<file path="config.mk">
export PLATFORM = sky130hd
export DESIGN_NAME = ext_irq_ctrl
export DESIGN_NICKNAME = d
export VERILOG_FILES = /design/src/rtl/irq_pkg.sv /design/src/rtl/irq_prio_enc.sv /design/src/rtl/ext_irq_ctrl.sv
export SDC_FILE = /design/constraint.sdc
export NUM_CORES = 1
export LEC_CHECK = 0
export BUFFER_PORTS_ARGS = -buffer_cell sky130_fd_sc_hd__buf_2
export CORE_MARGIN = 2
export CORE_UTILIZATION = 37
export CTS_CLUSTER_DIAMETER = 60
export DETAILED_ROUTE_END_ITERATION = 7
export GPL_TIMING_DRIVEN = 0
export SLEW_MARGIN = 0
export SYNTH_ARGS = -nofsm -noshare
export SYNTH_HDL_FRONTEND = slang
export SYNTH_SLANG_ARGS = --single-unit
</file>
<file path="constraint.sdc">
create_clock -name clk -period 1.06 [get_ports clk]
set_input_delay 0.053 -clock clk [delete_from_list [all_inputs] [get_ports clk]]
set_output_delay 0.053 -clock clk [all_outputs]
set_load 0.01 [all_outputs]
</file>
<file path="src/rtl/irq_pkg.sv">
// Shared types and sizing helpers for the external interrupt controller.
package irq_pkg;

  typedef enum logic [1:0] {IDLE, REQ, SERVICE} irq_state_t;

  localparam int unsigned N_SRC_DEF = 4;

  function automatic int unsigned id_w(input int unsigned n);
    return (n < 2) ? 1 : $clog2(n);
  endfunction

endpackage

</file>
<file path="src/rtl/irq_prio_enc.sv">
// Lowest-index-first priority encoder over the eligible request vector.
module irq_prio_enc
  import irq_pkg::*;
#(
  parameter int unsigned N_SRC = N_SRC_DEF,
  parameter int unsigned ID_W  = id_w(N_SRC)
) (
  input  logic [N_SRC-1:0] req,
  output logic             any,
  output logic [ID_W-1:0]  idx
);

  always_comb begin
    any = |req;
    idx = '0;
    // Walk from the top so the lowest set index is the last to write.
    for (int i = int'(N_SRC) - 1; i >= 0; i--) begin
      if (req[i]) idx = ID_W'(i);
    end
  end

endmodule

</file>
<file path="src/rtl/ext_irq_ctrl.sv">
// External interrupt controller: edge detect, pending/overrun latches, and a
// single-outstanding request/service handshake towards the core.
module ext_irq_ctrl
  import irq_pkg::*;
#(
  parameter int unsigned N_SRC = N_SRC_DEF,
  parameter int unsigned ID_W  = id_w(N_SRC)
) (
  input  logic             clk,
  input  logic             reset,
  input  logic [N_SRC-1:0] irq_src,
  input  logic [N_SRC-1:0] irq_mask,
  input  logic             ExtIAck,
  input  logic             ERet,
  input  logic             ovr_clr,
  output logic             ExtIRQ,
  output logic [ID_W-1:0]  irq_id,
  output logic             irq_active,
  output logic [N_SRC-1:0] pending,
  output logic [N_SRC-1:0] overrun
);

  irq_state_t       r_state, w_state_d;
  logic [N_SRC-1:0] r_prev, r_pending, r_overrun;
  logic             r_irq, w_irq_d;
  logic [ID_W-1:0]  r_id, w_id_d;

  logic [N_SRC-1:0] w_rise, w_ack_vec, w_pending_d, w_overrun_d;
  logic             w_ack, w_any;
  logic [ID_W-1:0]  w_idx;

  assign w_rise = irq_src & ~r_prev;
  assign w_ack  = (r_state == REQ) && ExtIAck;

  always_comb begin
    w_ack_vec = '0;
    for (int i = 0; i < int'(N_SRC); i++) begin
      w_ack_vec[i] = w_ack && (r_id == ID_W'(i));
    end
  end

  // A rising edge beats a same-cycle acknowledge or clear.
  assign w_pending_d = (r_pending & ~w_ack_vec) | w_rise;
  assign w_overrun_d = (ovr_clr ? '0 : r_overrun) | (w_rise & r_pending);

  irq_prio_enc #(
    .N_SRC (N_SRC),
    .ID_W  (ID_W)
  ) u_prio_enc (
    .req (r_pending & irq_mask),
    .any (w_any),
    .idx (w_idx)
  );

  always_comb begin
    w_state_d = r_state;
    w_irq_d   = r_irq;
    w_id_d    = r_id;
    unique case (r_state)
      IDLE: begin
        if (w_any) begin
          w_id_d    = w_idx;
          w_irq_d   = 1'b1;
          w_state_d = REQ;
        end
      end
      REQ: begin
        if (ExtIAck) begin
          w_irq_d   = 1'b0;
          w_state_d = SERVICE;
        end
      end
      SERVICE: begin
        if (ERet) w_state_d = IDLE;
      end
      default: w_state_d = IDLE;
    endcase
  end

  always_ff @(posedge clk) begin
    if (reset) begin
      r_state   <= IDLE;
      r_prev    <= irq_src;
      r_pending <= '0;
      r_overrun <= '0;
      r_irq     <= 1'b0;
      r_id      <= '0;
    end else begin
      r_state   <= w_state_d;
      r_prev    <= irq_src;
      r_pending <= w_pending_d;
      r_overrun <= w_overrun_d;
      r_irq     <= w_irq_d;
      r_id      <= w_id_d;
    end
  end

  assign ExtIRQ     = r_irq;
  assign irq_id     = r_id;
  assign irq_active = (r_state == SERVICE);
  assign pending    = r_pending;
  assign overrun    = r_overrun;

endmodule

</file>
==> run metrics <==
area leader, netlist dfxtp_1; setup ws final -0.03291 ns; diode count 0; Die Ht 46.14 um; Synth Instances 64; fin crit period 1.093 ns; # IOs 25; r2r endpoint ExtIRQ$_SDFFE_PP0P_; non-filler cells in the finished layout 119; Setup CP Type flop to flop; worst hold slack 0.01225 ns; average wire per standard cell 13.69 um; Worst setup SP type flop; Max VDD drop 634.2 uV; Yosys reg bits 17; Hold Path Class input port to flop; clk_skew 0.0005459 ns; Sequential Area 351.6 um^2; synth unique cells 19; DR vias/cell 5.387; Clock transition at path regs 0.09 ns; Crit path arrival time 1.27 ns; worst path required time 1.24 ns; Hold Crit Endpoint r_state[1]$_SDFFE_PP0P_; die area 0.002128 mm^2; CTS tree done; H-tree levels 1; initial drt markers 18; vias in the first global route 560; Worst path slowest cell dfxtp_1; largest net degree at the start of global routing 11; insertion delay of the later-clocked pin in the worst-skew pair 0.29 ns; fin util 54.89%; Hold Fails Final Rpt 0; FP Rows 15; PwrDens 1415 mW/mm^2; Routed Antenna Nets 0; Top delay family on crit path compound AO/OA/AOI/OAI gates; Num CTS Buffers 3; final net count 116; top post-synthesis cells by area dfxtp_1, a21oi_1, nand2b_1; critical path, cell by cell a22o_2, o21ai_0, a21oi_1; hold path start ERet; fillcell total 146; average cell area after synthesis 10.26 um^2; Highest Clock Rate 0.9150 GHz; multi-input logic area 309.0 um^2; failing checks negative setup slack; pre-CTS setup slack -0.02118 ns; Placed Area 798.3 um^2; GRT overflow 0; worst path bufs/invs 0; Starting Density 38.89%; Design Area, Final 927.1 um^2; post-synthesis sequential area ratio 51.81%; # DRC 0; Synth Warn # 0; DRT Pass-1 Iters 4; root buf cell clkbuf_4; clock sink count 17; TNS Setup -0.03291 ns; max-slew violations 0; reg2reg setup slack -0.03 ns; global-route wire length before repair 2290 um; net count after synthesis 77; final WL 1629 um; GRT Resource Usage Total 15.69%; maximum clock path buffer count 2; RSZ-0062 raised after global routing yes; Placed Instances 105; initial antenna violation count 0; final setup violating endpoints 1; max-cap viol count 0; Horiz. Die Dim 46.14 um; R2R depth 3; Design Power 1.312 mW; Leak Pwr 0.3936 nW; I/O Buffers 24; CP endpoint kind flop; GP Congestion 0.7366; layout cells sized above 1 42.16%; max incr delay on CP 0.36 ns; origin of the critical flop-to-flop path pending[0]$_SDFF_PP0_; Synth-to-Final Area Change 41.14%; top cell type's share of synthesized area 51.81%; area of the core 0.001689 mm^2; Cell Area, Synth 656.9 um^2; status finished with violations; Via Count 641; measured slew at the worst slew-check pin 0.2469 ns; Critical Path Fanout Max 5; post-DP HPWL 1084 um; Slew headroom 83.36%; worst hold stages 3; part of the cycle the worst path needs 103.1%
[synth_stat cells]
cell / n
dfxtp_1: 17
and2b_1: 1
a211oi_2: 1
nor3_2: 1
a21oi_1: 12
nor2_4: 1
a2111oi_2: 1
nand2b_1: 9
a32o_1: 1
inv_1: 1
a22o_2: 2
a211oi_1: 1
nand4bb_1: 1
o21ai_0: 5
nand2_1: 2
clkbuf_1: 1
a22o_1: 1
nand4b_1: 1
nand3b_1: 5
[state kept, by name, indices dropped and copies added (netlist names)]
name and count:
overrun 4, pending 4, r_prev 4, irq_id 2
r_state 2, ExtIRQ 1
[cell type report]
| class | instances | area share, % |
|---|---|---|
| buffer | 1 | 0.5398 |
| timing repair buffer | 34 | 22.67 |
| sequential | 17 | 37.92 |
| clock buffer | 4 | 2.834 |
| tap | 17 | 2.294 |
| inverter | 1 | 0.4049 |
| multi-input combinational | 45 | 33.33 |
[worst max path at each step]
stage	from	to	cells past startpoint
4_1_cts	pending[1]$_SDFF_PP0_	ExtIRQ$_SDFFE_PP0P_	3
5_1_grt	pending[1]$_SDFF_PP0_	ExtIRQ$_SDFFE_PP0P_	3
3_5_place_dp	r_state[0]$_SDFFE_PP0P_	pending[3]$_SDFF_PP0_	3
3_3_place_gp	r_state[0]$_SDFFE_PP0P_	pending[2]$_SDFF_PP0_	3
2_1_floorplan	pending[1]$_SDFF_PP0_	r_state[0]$_SDFFE_PP0P_	3
6_report	pending[0]$_SDFF_PP0_	ExtIRQ$_SDFFE_PP0P_	3
[power breakdown]
part / leakage, nW / internal, mW / switching [mW]
combinational: 0.236 / 0.130 / 0.115
clock: 0.0150 / 0.146 / 0.200
sequential: 0.143 / 0.682 / 0.0383
[layer usage]
metal	GRT usage [%]	wire length, um
met1	19.14	699
met5	0	0
met3	5.882	89
met2	23.89	795
met4	8.000	45
[cell families after synthesis]
group | share of synthesized area (%)
and+or+nand+nor | 22.86
buffers and inverters | 1.142
DFF | 51.81
AOI/OAI and AO/OA | 24.19
[cell usage in the layout (no fill, tap or decap), drive strengths merged]
master        n
clkbuf        5
a22o          3
and2b         1
a211oi        2
nand2         2
inv           1
a32o          1
buf          28
nand4b        1
o21ai         5
a2111oi       1
nand4bb       1
dlygate4sd3   6
nor3          1
nand3b        5
a21oi        12
dfxtp        17
nor2          1
nand2b        9
[timing repair]
action | 4_1_cts | 5_1_grt
pin swaps | 0 | 3
resized for setup | 3 | 6
endpoints found under the hold margin | 7 | 0
setup endpoints to repair | 3 | 10
buffers inserted | 2 | 2
cloned | 0 | 0
hold buffers | 6 | 0
[worst register-to-register path, stage by stage, from the launching register on]
cell and delay [ns]:
dfxtp_1 0.36, a22o_2 0.27, o21ai_0 0.25, a21oi_1 0.10
Note: power is estimated with default switching activity, not from simulation.
